### src/rtl/reg_dump_unit_pkg.sv
// Shared types and sizing for the register dump engine.
package reg_dump_unit_pkg;

    localparam int NUM_REGS      = 32;
    localparam int BYTES_PER_REG = 4;
    localparam int ADDR_W        = 5;
    localparam int WORD_W        = 32;

    typedef enum logic [1:0] {
        IDLE,
        LOAD,
        SEND,
        DONE
    } state_t;

endpackage

### src/rtl/reg_dump_unit_word_serializer.sv
// Serializes one 32-bit word into four bytes, MSB first, over valid/ready.
module word_serializer
    import reg_dump_unit_pkg::*;
(
    input  logic              clock,
    input  logic              reset,
    input  logic              load,
    input  logic [WORD_W-1:0] word,
    input  logic              send,
    input  logic              ready,
    output logic [7:0]        data,
    output logic              valid,
    output logic              last
);

    localparam logic [1:0] LAST_BYTE = 2'(BYTES_PER_REG - 1);

    logic [WORD_W-1:0] shift;
    logic [1:0]        byte_cnt;

    // Counter wraps back to 0 after the last byte, so it rests at 0 between words.
    always_ff @(posedge clock or negedge reset) begin
        if (!reset) begin
            shift    <= '0;
            byte_cnt <= '0;
        end else if (load) begin
            shift    <= word;
            byte_cnt <= '0;
        end else if (send && ready) begin
            shift    <= {shift[WORD_W-9:0], 8'h00};
            byte_cnt <= byte_cnt + 2'd1;
        end
    end

    assign valid = send;
    assign data  = shift[WORD_W-1 -: 8];
    assign last  = (byte_cnt == LAST_BYTE);

endmodule

### src/rtl/reg_dump_unit.sv
// Freezes the CPU and streams all architectural registers as bytes to the UART.
module reg_dump_unit
    import reg_dump_unit_pkg::*;
(
    input  logic              clock,
    input  logic              reset,
    input  logic              start,
    output logic [ADDR_W-1:0] addrAsync,
    input  logic [WORD_W-1:0] regData,
    output logic [7:0]        txData,
    output logic              txValid,
    input  logic              txReady,
    output logic              haltCpu,
    output logic              busy,
    output logic              done
);

    localparam logic [ADDR_W-1:0] LAST_ADDR = ADDR_W'(NUM_REGS - 1);

    state_t            state, state_nxt;
    logic [ADDR_W-1:0] addr, addr_nxt;
    logic              load, send, last;

    always_ff @(posedge clock or negedge reset) begin
        if (!reset) begin
            state <= IDLE;
            addr  <= '0;
        end else begin
            state <= state_nxt;
            addr  <= addr_nxt;
        end
    end

    always_comb begin
        state_nxt = state;
        addr_nxt  = addr;
        load      = 1'b0;
        send      = 1'b0;
        case (state)
            IDLE: if (start) state_nxt = LOAD;
            LOAD: begin
                load      = 1'b1;
                state_nxt = SEND;
            end
            SEND: begin
                send = 1'b1;
                if (txReady && last) begin
                    if (addr == LAST_ADDR) begin
                        state_nxt = DONE;
                    end else begin
                        addr_nxt  = addr + 1'b1;
                        state_nxt = LOAD;
                    end
                end
            end
            DONE: begin
                addr_nxt  = '0;
                state_nxt = IDLE;
            end
            default: state_nxt = IDLE;
        endcase
    end

    word_serializer u_ser (
        .clock (clock),
        .reset (reset),
        .load  (load),
        .word  (regData),
        .send  (send),
        .ready (txReady),
        .data  (txData),
        .valid (txValid),
        .last  (last)
    );

    // The bank's write port is gated by haltCpu, so the whole non-idle window must stall.
    assign addrAsync = addr;
    assign haltCpu   = (state != IDLE);
    assign busy      = (state != IDLE);
    assign done      = (state == DONE);

endmodule
### config.mk
export PLATFORM = sky130hd
export DESIGN_NAME = reg_dump_unit
export DESIGN_NICKNAME = d
export VERILOG_FILES = /design/src/rtl/reg_dump_unit_pkg.sv /design/src/rtl/reg_dump_unit_word_serializer.sv /design/src/rtl/reg_dump_unit.sv
export SDC_FILE = /design/constraint.sdc
export NUM_CORES = 1
export LEC_CHECK = 0
export ABC_AREA = 1
export CORE_ASPECT_RATIO = 0.8
export CORE_MARGIN = 2
export CORE_UTILIZATION = 25
export DETAILED_ROUTE_END_ITERATION = 6
export SLEW_MARGIN = 25
export SYNTH_ARGS = -nofsm -noshare
export SYNTH_HDL_FRONTEND = slang
export SYNTH_HIERARCHICAL = 1
export SYNTH_SLANG_ARGS = --single-unit
### constraint.sdc
create_clock -name clock -period 3.6 [get_ports clock]
set_input_delay 0.54 -clock clock [delete_from_list [all_inputs] [get_ports clock]]
set_output_delay 0.54 -clock clock [all_outputs]
set_load 0.05 [all_outputs]
After elaboration in Yosys (flattened, before gate mapping)
Cells that the tools add are included.
{"block": "classes", "n_addsub": 2, "n_eq_ne": 8, "muxes": 13, "n_reduce_logical": 8}
{"cell": "2-to-1 mux 32 bit", "n": 2}
{"cell": "2-to-1 mux 2 bit", "n": 5}
{"cell": "2-to-1 mux 5 bit", "n": 2}
{"cell": "case mux 5 bit (2 select lines)", "n": 1}
{"cell": "case mux 2 bit (4 select lines)", "n": 1}
{"cell": "== test 2 bit, second input constant", "n": 3}
{"cell": "inequality test 2 bit, second input constant", "n": 3}
{"cell": "nonzero test 2 bit", "n": 3}
{"cell": "adder 5 x 1 -> 5 bit, second input constant", "n": 1}
{"cell": "== test 5 bit, second input constant", "n": 1}
{"cell": "AND reduction 3 bit", "n": 1}
{"cell": "adder 2 x 1 -> 2 bit, second input constant", "n": 1}
{"cell": "== test 2 x 1 -> 1 bit, second input constant", "n": 1}
{"cell": "logical AND 1 bit", "n": 2}
{"cell": "zero test 2 bit", "n": 1}
{"cell": "2-to-1 mux 1 bit", "n": 2}
{"cell": "AND reduction 2 bit", "n": 1}
{"block": "word_totals", "ff_bits": 41, "inputBits": 36, "output_inout_bits": 17}

Depth between registers and ports, before layout
Gate-level depths: netlist of run 1.
{"block": "depth", "word_depth": 5, "ltp_mapped": 9, "mapped_depth_nobuf": 9}

Hierarchy
The synthesis of run 1 kept the hierarchy.
{"module": "word_serializer", "instances": 1, "cells_each": 231, "area_per_inst_um2": 1770.4, "seq_area_each_um2": 850.8}
{"module": "reg_dump_unit", "instances": 1, "cells_each": 60, "area_per_inst_um2": 426.7, "seq_area_each_um2": 175.2}

Least setup slack after synthesis of run 1
Ideal clock, no wire load.
{"block": "synth_path", "path_type": "flip-flop to flip-flop", "from": "register addr[0], in the netlist addrAsync[0]", "to": "register addr[2], in the netlist addrAsync[2]", "arrival_ns": 1.638, "required_time_ns": 3.482, "setup_slack_ns": 1.844, "path_stages_with_launch": 10, "path_buffers": 0, "cell_sequence": "dfrtp_1 > ha_1 > nand2_1 > nor2_1 > ha_1 > inv_1 > o21ai_0 > nor2_1 > nand2_1 > nand2_1"}
{"block": "synth_between", "elab_chain_len": 4, "word_cells_on_any_way": 7, "cone_classes": "1 x add/sub; 2 x eq/ne; 3 x mux; 1 x reduce/logical"}
{"element": "start, declared", "line": "reg_dump_unit.sv:21", "text": "logic [ADDR_W-1:0] addr, addr_nxt;"}
{"element": "start signal, assigned", "line": "reg_dump_unit.sv:30", "text": "addr <= addr_nxt;"}
{"element": "adder 5 x 1 -> 5 bit", "line": "reg_dump_unit.sv:51", "text": "addr_nxt = addr + 1'b1;"}
{"element": "2-to-1 mux 5 bit", "line": "reg_dump_unit.sv:48", "text": "if (addr == LAST_ADDR) begin"}
{"element": "2-to-1 mux 5 bit", "line": "reg_dump_unit.sv:47", "text": "if (txReady && last) begin"}
{"element": "case mux 5 bit (2 select lines)", "line": "reg_dump_unit.sv:39", "text": "case (state)"}
Several ways; a longest one is shown, not always the timed one. The select of a mux whose other input is x is not followed.
A chain may end at the register's enable or synchronous reset.

Worst setup path in the final report of run 1
{"block": "layout_path", "from": "register state[0]", "to": "output port txValid"}
{"block": "layout_between", "elab_chain_len": 2}
{"element": "start, declared", "line": "reg_dump_unit.sv:20", "text": "state_t state, state_nxt;"}
{"element": "start signal, assigned", "line": "reg_dump_unit.sv:29", "text": "state <= state_nxt;"}
{"element": "== test 2 bit", "line": "reg_dump_unit.sv:39"}
{"element": "2-to-1 mux 1 bit", "line": "reg_dump_unit.sv:39"}
{"element": "end, declared", "line": "reg_dump_unit.sv:11", "text": "output logic txValid,"}
Every way passes these cells.

==> qor.csv, run 1 <==
stage,metric,value,unit
outcome,status,"finished, final reports clean",
drt,routed_wl,5030,um
sta,fin_hold_ws,221,ps
sta,setup_violations,0,
clocking,numCtsBuffers,5,
cells_and_area,fill_cells,901,
placement,dpl_cell_area,2660,um2
drt,drcViolationCount,0,
power_and_ir_drop,p_leak,0.00143,uW
yosys,synth.largest_area_cell,dfrtp_1,
placement,place.gp.congestion,0.763,
global_routing,grt_pass1_vias,1834,
worst_setup_path,critPathArrivalTime,1810,ps
placement,detailed_place_hpwl,3380,um
drt,wl_per_cell,11.4,um
power_and_ir_drop,totalPowerFinal,2170,uW
die,core_area,8520,um2
die,die_w,109,um
sta,maxSlewHeadroom,0.528,
global_routing,antenna_found_initial,0,
sta,tns,0,ps
die,die_h,87.9,um
die,die_area,9560,um2
global_routing,grt_overflow,0,
worst_setup_path,criticalPathCategory,reg2out,
clocking,cts_sinks,41,
yosys,synth.avg_cell_area,7.55,um2
die,start_util,0.258,
cells_and_area,mostFrequentLayoutCell,nand2_1,
yosys,netlist_area,2200,um2
drt,via_count,1814,
yosys,ys_warn_count,6,
yosys,synth_top_area_share,0.467,
yosys,ys_types,19,
cells_and_area,drive_gt1_frac,0.0701,
cells_and_area,final_cell_mix,"nand2_1, clkdlybuf4s50_1, dfrtp_1",
cells_and_area,antenna_cells,0,
clocking,cts_tree,built,
sta,period_needed,2350,ps
worst_setup_path,crit_fanout,5,
clocking,clk_pin_slew,90,ps
drt,viasPerCell,4.12,
yosys,seq_area_frac_synth,0.467,
die,num_rows,30,
sta,hold_viol_final,0,
cells_and_area,fin_nets,366,
worst_setup_path,required,3060,ps
yosys,synth_seq_cells,41,
drt,dr.pass1.iters,4,
drt,drtIter0Drc,108,
clocking,clock_latency,300,ps
hold_path,hp-class,in2async,
sta,tightestPinTransition,707,ps
clocking,cts_resized,0,
sta,fin_worst_skew,4.94,ps
clocking,cts_root_buf,clkbuf_8,
placement,port_buffers,52,
drt,ant_nets,0,
clocking,clockBufferDepth,2,
sta,fin_crit_sh,0.653,
flow_run,max_cap_viol_count,0,
sta,rsz0062_at_grt,no,
global_routing,grt_first_pass_wirelength,8680,um
power_and_ir_drop,ir_drop,234,uV
yosys,synthesis.instances,291,
yosys,synthesis.nets,330,
clocking,h-tree-depth,2,
worst_setup_path,cp-end-kind,output port,
sta,fmax,0.425,GHz
clocking,hold_buffers,0,
global_routing,grt.total_usage,0.117,
global_routing,grt_max_degree,55,
sta,slew_viol_final,0,
power_and_ir_drop,power.density,781,nW/um2
worst_setup_path,cp-start-kind,flop,
clocking,post_cts_buffers,0,
die,ios,53,
yosys,synth_area_leaders,"dfrtp_1, nand2_1, nand3_1",
cells_and_area,syn_to_final_growth,26.4,%
cells_and_area,final_area,2780,um2
[cell families after synthesis]
family / after synthesis / synth area share
AND/OR/NAND/NOR: 202 / 0.377
adder cells (fa/ha/maj): 3 / 0.0171
AO/OA/AOI/OAI: 9 / 0.0222
flip-flops: 41 / 0.467
buffers and inverters: 36 / 0.117
[critical path: stages, from the launching register on]
cell	delay [ps]
dfrtp_1	410
inv_2	110
nand2_2	80
inv_2	100
clkdlybuf4s50_1	810
[metrics by stage]
step	setup slack, ps	std cells	util
after detailed placement	1470	432	0.312
after floorplan	1840	291	-
after global placement	1490	432	0.312
after CTS	1230	440	0.326
after global routing	1170	440	0.326
final	1250	440	0.326
[metal layers]
| layer | vias to the layer above | part of all wire | routed length (um) | track usage |
|---|---|---|---|---|
| met2 | 33 | 0.43 | 2180 | 0.177 |
| met4 | 0 | 0.013 | 63 | 0.0385 |
| li1 | 963 | - | - | - |
| met3 | 6 | 0.058 | 290 | 0.0350 |
| met5 | - | 0 | 0 | 0 |
| met1 | 812 | 0.50 | 2500 | 0.161 |
[state kept, by name, summed over array words and instances (netlist names)]
register / count
u_ser/shift: 32
u_ser/byte_cnt: 2
addrAsync: 5
state: 2
[synthesized netlist by cell type (all sizes together)]
cell / n
a21oi: 1
buf: 24
dfrtp: 41
ha: 3
inv: 12
nand2: 162
nand3: 30
nand3b: 1
nand4: 1
nor2: 7
nor3: 1
o21ai: 8
[final cells by class]
| type | count | area [um2] | share of cell area |
|---|---|---|---|
| clock buffers | 5 | 68.8 | 0.0248 |
| clock inverters | 3 | 46.3 | 0.0167 |
| inverters | 12 | 52.6 | 0.0189 |
| multi-input cells | 214 | 917 | 0.330 |
| flip-flops and latches | 41 | 1030 | 0.370 |
| well taps | 112 | 140 | 0.0505 |
| repair buffers | 53 | 526 | 0.189 |
[power breakdown]
group | internal, uW | total [uW] | switching [uW]
sequential | 623 | 709 | 86.0
clock | 208 | 386 | 178
combinational | 349 | 1070 | 726
total | 1180 | 2170 | 990
[worst paths after layout]
kind                           startpoint         endpoint  slack (ps)  cells after the start
max in group asynchronous           reset  u_ser/shift[18]        3020                      1
max reg2reg                      state[1]  u_ser/shift[18]        1750                      5
min in group clock         u_ser/shift[7]   u_ser/shift[7]         510                      2
min                                 reset   u_ser/shift[4]         220                      1
max                              state[0]          txValid        1250                      4
min reg2reg                u_ser/shift[7]   u_ser/shift[7]         510                      2
No activity file was read; power rests on OpenSTA's default activity.
==> inputs of run 2 (changes only) <==
==> constraint.sdc (replaced) <==
create_clock -name clock -period 2.15 [get_ports clock]
set_input_delay 0.3225 -clock clock [delete_from_list [all_inputs] [get_ports clock]]
set_output_delay 0.3225 -clock clock [all_outputs]
set_load 0.05 [all_outputs]
==> run 2 against run 1 <==
Net effect:
- register-to-register slack lost 1200 ps
- sequential share of layout area shrank 0.22 points
- non-clock buffer count increased by 2
- largest cell class unchanged
- flip-flop and latch count unchanged
- highest routed layer unchanged
- count of clock-buffer cells in the layout grew 2
- hold slack lost 140 ps
- clock power increased by 68%
==> qor.csv, run 2 (synthesis gave the netlist of run 1 again) <==
stage,metric,value,unit
sta,period_needed,2060,ps
cells_and_area,drive_gt1_frac,0.0727,
sta,maxSlewHeadroom,0.632,
clocking,clk_pin_slew,80,ps
global_routing,grt_max_degree,55,
drt,ant_nets,0,
clocking,cts_tree,built,
die,core_area,8520,um2
die,die_h,87.9,um
placement,place_ws,348,ps
worst_setup_path,cp-end-kind,output port,
sta,slew_viol_final,0,
die,die_area,9560,um2
global_routing,antenna_found_initial,0,
die,start_util,0.258,
global_routing,grt_first_pass_wirelength,8500,um
worst_setup_path,crit_fanout,6,
placement,dpl_cell_area,2670,um2
cells_and_area,largest_reg_flops,32,
worst_setup_path,timing.rr.end,addrAsync[4],
hold_path,hp-class,in2async,
cells_and_area,syn_to_final_growth,27.1,%
sta,fin_crit_sh,0.957,
flow_run,max_cap_viol_count,0,
sta,fin_hold_ws,79.7,ps
cells_and_area,final_area,2790,um2
cells_and_area,fin_nets,368,
power_and_ir_drop,ir_drop,402,uV
worst_setup_path,rr_startpoint,addrAsync[0],
clocking,hold_buffers,0,
die,die_w,109,um
placement,detailed_place_hpwl,3320,um
placement,place.gp.congestion,0.782,
clocking,clockBufferDepth,2,
clocking,h-tree-depth,2,
sta,fin_worst_skew,8.59,ps
worst_setup_path,rrSetupSlack,560,ps
cells_and_area,final_cell_mix,"nand2_1, clkdlybuf4s50_1, dfrtp_1",
global_routing,grt_overflow,0,
sta,rsz0062_at_grt,no,
power_and_ir_drop,power.density,1310,nW/um2
sta,setup_violations,0,
cells_and_area,fin_cells,442,
drt,wl_per_cell,11.5,um
sta,setup_slack,92.1,ps
placement,dpl.cell_count,434,
drt,viasPerCell,4.17,
sta,tightestPinTransition,553,ps
sta,hold_viol_final,0,
power_and_ir_drop,p_leak,0.00145,uW
clocking,cts_root_buf,clkbuf_8,
drt,via_count,1845,
cells_and_area,multi_input_comb_area,917,um2
drt,dr.pass1.iters,4,
sta,tns,0,ps
outcome,status,"finished, final reports clean",
clocking,clock_latency,300,ps
worst_setup_path,r2r_cells,7,
drt,drtIter0Drc,83,
worst_setup_path,criticalPathCategory,reg2out,
cells_and_area,antenna_cells,0,
die,num_rows,30,
global_routing,grt_pass1_vias,1846,
die,ios,53,
clocking,cts_resized,0,
drt,drcViolationCount,0,
cells_and_area,seqCellArea,1030,um2
global_routing,grt.total_usage,0.113,
cells_and_area,top_register,u_ser/shift,
drt,routed_wl,5080,um
sta,fmax,0.486,GHz
placement,port_buffers,52,
worst_setup_path,required,1830,ps
clocking,post_cts_buffers,0,
clocking,numCtsBuffers,5,
clocking,cts_sinks,41,
cells_and_area,mostFrequentLayoutCell,nand2_1,
worst_setup_path,critPathArrivalTime,1740,ps
cells_and_area,fill_cells,924,
worst_setup_path,cp-start-kind,flop,
## run 2: cell types whose count changed in the layout (fill, tap and decap cells not counted)
cell,delta
buf_2,+1
buf_4,+1
clkbuf_1,+1
clkbuf_8,+1
clkdlybuf4s50_1,-1
clkinv_4,-1
clkinvlp_4,-1
dlymetal6s2s_1,+1
## run 2: layout make-up
cell class	count	share of cell area
flip-flops and latches	41	0.367
clock inverters	1	0.0108
well taps	112	0.0502
inverters	12	0.0188
repair buffers	55	0.194
clock buffers	7	0.0309
multi-input cells	214	0.328
## run 2: worst max path at each step
stage	start	to
2_1_floorplan	addrAsync[0]	addrAsync[2]
3_3_place_gp	state[0]	txValid
3_5_place_dp	state[0]	txValid
4_1_cts	state[0]	txValid
5_1_grt	state[1]	busy
6_report	state[1]	haltCpu
## run 2: power by group
group	switching (uW)	leakage, uW	total, uW	internal, uW
sequential	143	0.000535	1190	1040
combinational	1230	0.000859	1820	589
clock	272	0.0000585	650	379
## run 2: metal layers
metal | vias up | track usage | share of wire
met5 | - | 0 | 0
met4 | 0 | 0.0315 | 0.0099
met3 | 6 | 0.0327 | 0.056
met2 | 44 | 0.185 | 0.43
met1 | 828 | 0.148 | 0.51
li1 | 967 | - | -
## run 2: per-stage QoR
step	total power [uW]	utilization
6_report	3660	0.328
5_1_grt	3970	0.328
4_1_cts	3710	0.327
3_5_place_dp	3030	0.314
3_3_place_gp	3010	0.314
2_1_floorplan	2770	-
## run 2: critical path, cell delays in order (launching register included)
cell	delay, ps
dfrtp_1	440
inv_1	90
nand2_1	110
clkdlybuf4s50_1	810
==> inputs of run 3 (changes only) <==
--- a/config.mk
+++ b/config.mk
@@ -9,8 +9,8 @@
 export CORE_ASPECT_RATIO = 0.8
 export CORE_MARGIN = 2
 export CORE_UTILIZATION = 25
+export CTS_BUF_LIST = sky130_fd_sc_hd__clkbuf_8
 export DETAILED_ROUTE_END_ITERATION = 6
-export SLEW_MARGIN = 25
 export SYNTH_ARGS = -nofsm -noshare
 export SYNTH_HDL_FRONTEND = slang
 export SYNTH_HIERARCHICAL = 1
==> run 3 against run 2 <==
Net effect:
- hold slack worse by 1.7 ps
- global-route usage stayed put
- utilization stayed put
- total power hardly changed
- wire length is 0.14% higher
- via count is 0.27% lower
==> qor.csv, run 3 (synthesis gave the netlist of run 1 again) <==
stage,metric,value,unit
outcome,status,"finished, final reports clean",
global_routing,grt_first_pass_wirelength,8500,um
sta,tns,0,ps
worst_setup_path,required,1830,ps
die,start_util,0.258,
sta,hold_viol_final,0,
sta,fin_worst_skew,8.73,ps
global_routing,grt.busiest_layer,met2,
clocking,clockBufferDepth,2,
worst_setup_path,crit_fanout,6,
worst_setup_path,timing.rr.end,addrAsync[4],
cells_and_area,syn_to_final_growth,27.1,%
placement,port_buffers,52,
sta,setup_slack,91.6,ps
global_routing,grt_pass1_vias,1846,
global_routing,antenna_found_initial,0,
die,num_rows,30,
power_and_ir_drop,seqPwrFrac,0.324,
global_routing,use_met1,0.148,
drt,drcViolationCount,0,
drt,ant_nets,0,
clocking,cts_resized,0,
sta,fin_crit_sh,0.957,
clocking,cts_tree,built,
power_and_ir_drop,totalPowerFinal,3650,uW
worst_setup_path,cp-end-kind,output port,
clocking,post_cts_buffers,0,
placement,detailed_place_hpwl,3320,um
worst_setup_path,r2r_cells,7,
clocking,h-tree-depth,2,
global_routing,grt_max_degree,55,
power_and_ir_drop,pwr-share-clk,0.177,
sta,rsz0062_at_grt,no,
power_and_ir_drop,power.density,1310,nW/um2
clocking,cts_sinks,41,
cells_and_area,drive_gt1_frac,0.0727,
worst_setup_path,cp-startpoint,state[1],
power_and_ir_drop,p_int,2010,uW
die,die_area,9560,um2
drt,dr.pass1.iters,4,
hold_path,hp-class,in2async,
drt,wl_per_cell,11.5,um
die,core_area,8520,um2
clocking,clock_latency,300,ps
worst_setup_path,rr_startpoint,addrAsync[0],
worst_setup_path,path_buf_inv,2,
die,ios,53,
die,die_h,87.9,um
power_and_ir_drop,p_leak,0.00146,uW
cells_and_area,largest_reg_flops,32,
drt,via_count,1840,
sta,tightestPinTransition,551,ps
global_routing,gr-usage-met3,0.0327,
clocking,clk_pin_slew,80,ps
worst_setup_path,crit_path_max_incr_delay,810,ps
sta,fmax,0.486,GHz
placement,place.gp.congestion,0.782,
sta,maxSlewHeadroom,0.633,
power_and_ir_drop,ir_drop,402,uV
worst_setup_path,rrSetupSlack,560,ps
die,die_w,109,um
sta,slew_viol_final,0,
worst_setup_path,crit_chain,inv_1 > nand2_1 > clkdlybuf4s50_1,
cells_and_area,top_register,u_ser/shift,
clocking,numCtsBuffers,5,
cells_and_area,final_cell_mix,"nand2_1, clkdlybuf4s50_1, dfrtp_1",
worst_setup_path,criticalPathCategory,reg2out,
cells_and_area,mostFrequentLayoutCell,nand2_1,
placement,place_ws,348,ps
worst_setup_path,cp-start-kind,flop,
power_and_ir_drop,p_sw,1650,uW
cells_and_area,post-route-util,0.328,
flow_run,max_cap_viol_count,0,
drt,routed_wl,5080,um
clocking,cts_root_buf,clkbuf_8,
worst_setup_path,critPathArrivalTime,1740,ps
worst_setup_path,crit_family,buffers and inverters,
drt,drtIter0Drc,83,
clocking,hold_buffers,0,
global_routing,grt_overflow,0,
power_and_ir_drop,pwr-share-comb,0.499,
drt,viasPerCell,4.16,
cells_and_area,antenna_cells,0,
sta,period_needed,2060,ps
placement,dpl.cell_count,434,
global_routing,grt.total_usage,0.113,
worst_setup_path,cp_slowest_cell,clkdlybuf4s50_1,
cells_and_area,fin_cells,442,
cells_and_area,fin_nets,368,
global_routing,grtUsageMet2,0.185,
power_and_ir_drop,swShare,0.451,
sta,setup_violations,0,
==> run 3: cell count changes in the layout (fill, tap and decap cells not counted) <==
cell,before,now
clkbuf_1,1,0
inv_1,8,9
==> run 3: layout make-up <==
| class | instances | area [um2] |
|---|---|---|
| tap | 112 | 140 |
| timing repair buffer | 55 | 541 |
| clock buffer | 6 | 82.6 |
| sequential | 41 | 1030 |
| fill | 924 | 5730 |
| multi-input combinational | 214 | 917 |
| clock inverter | 2 | 33.8 |
| inverter | 12 | 52.6 |
==> run 3: power groups by stage <==
| stage | sequential (uW) | clock, uW | combinational [uW] |
|---|---|---|---|
| 2_1_floorplan | 1180 | 0 | 1590 |
| 3_3_place_gp | 1200 | 0 | 1810 |
| 3_5_place_dp | 1200 | 0 | 1830 |
| 4_1_cts | 1190 | 673 | 1850 |
| 5_1_grt | 1220 | 700 | 2050 |
| 6_report | 1190 | 647 | 1820 |
==> run 3: through the flow <==
step	area [um2]	hold WS (ps)
4_1_cts	2790	115
3_5_place_dp	2670	441
2_1_floorplan	2200	26.9
6_report	2790	78.0
5_1_grt	2790	143
3_3_place_gp	2670	430
==> run 3: per-layer routing <==
metal	wire, um	share of wire
met1	2580	0.51
met2	2170	0.43
met3	284	0.056
met4	50	0.0098
met5	0	0
==> run 3: worst max path at each step <==
stage | to | slack, ps | depth (start not counted)
floorplan | addrAsync[2] | 390 | 9
CTS | txValid | 10 | 4
global placement | txValid | 370 | 4
global route | busy | 20 | 3
detailed placement | txValid | 350 | 4
finish | haltCpu | 90 | 3
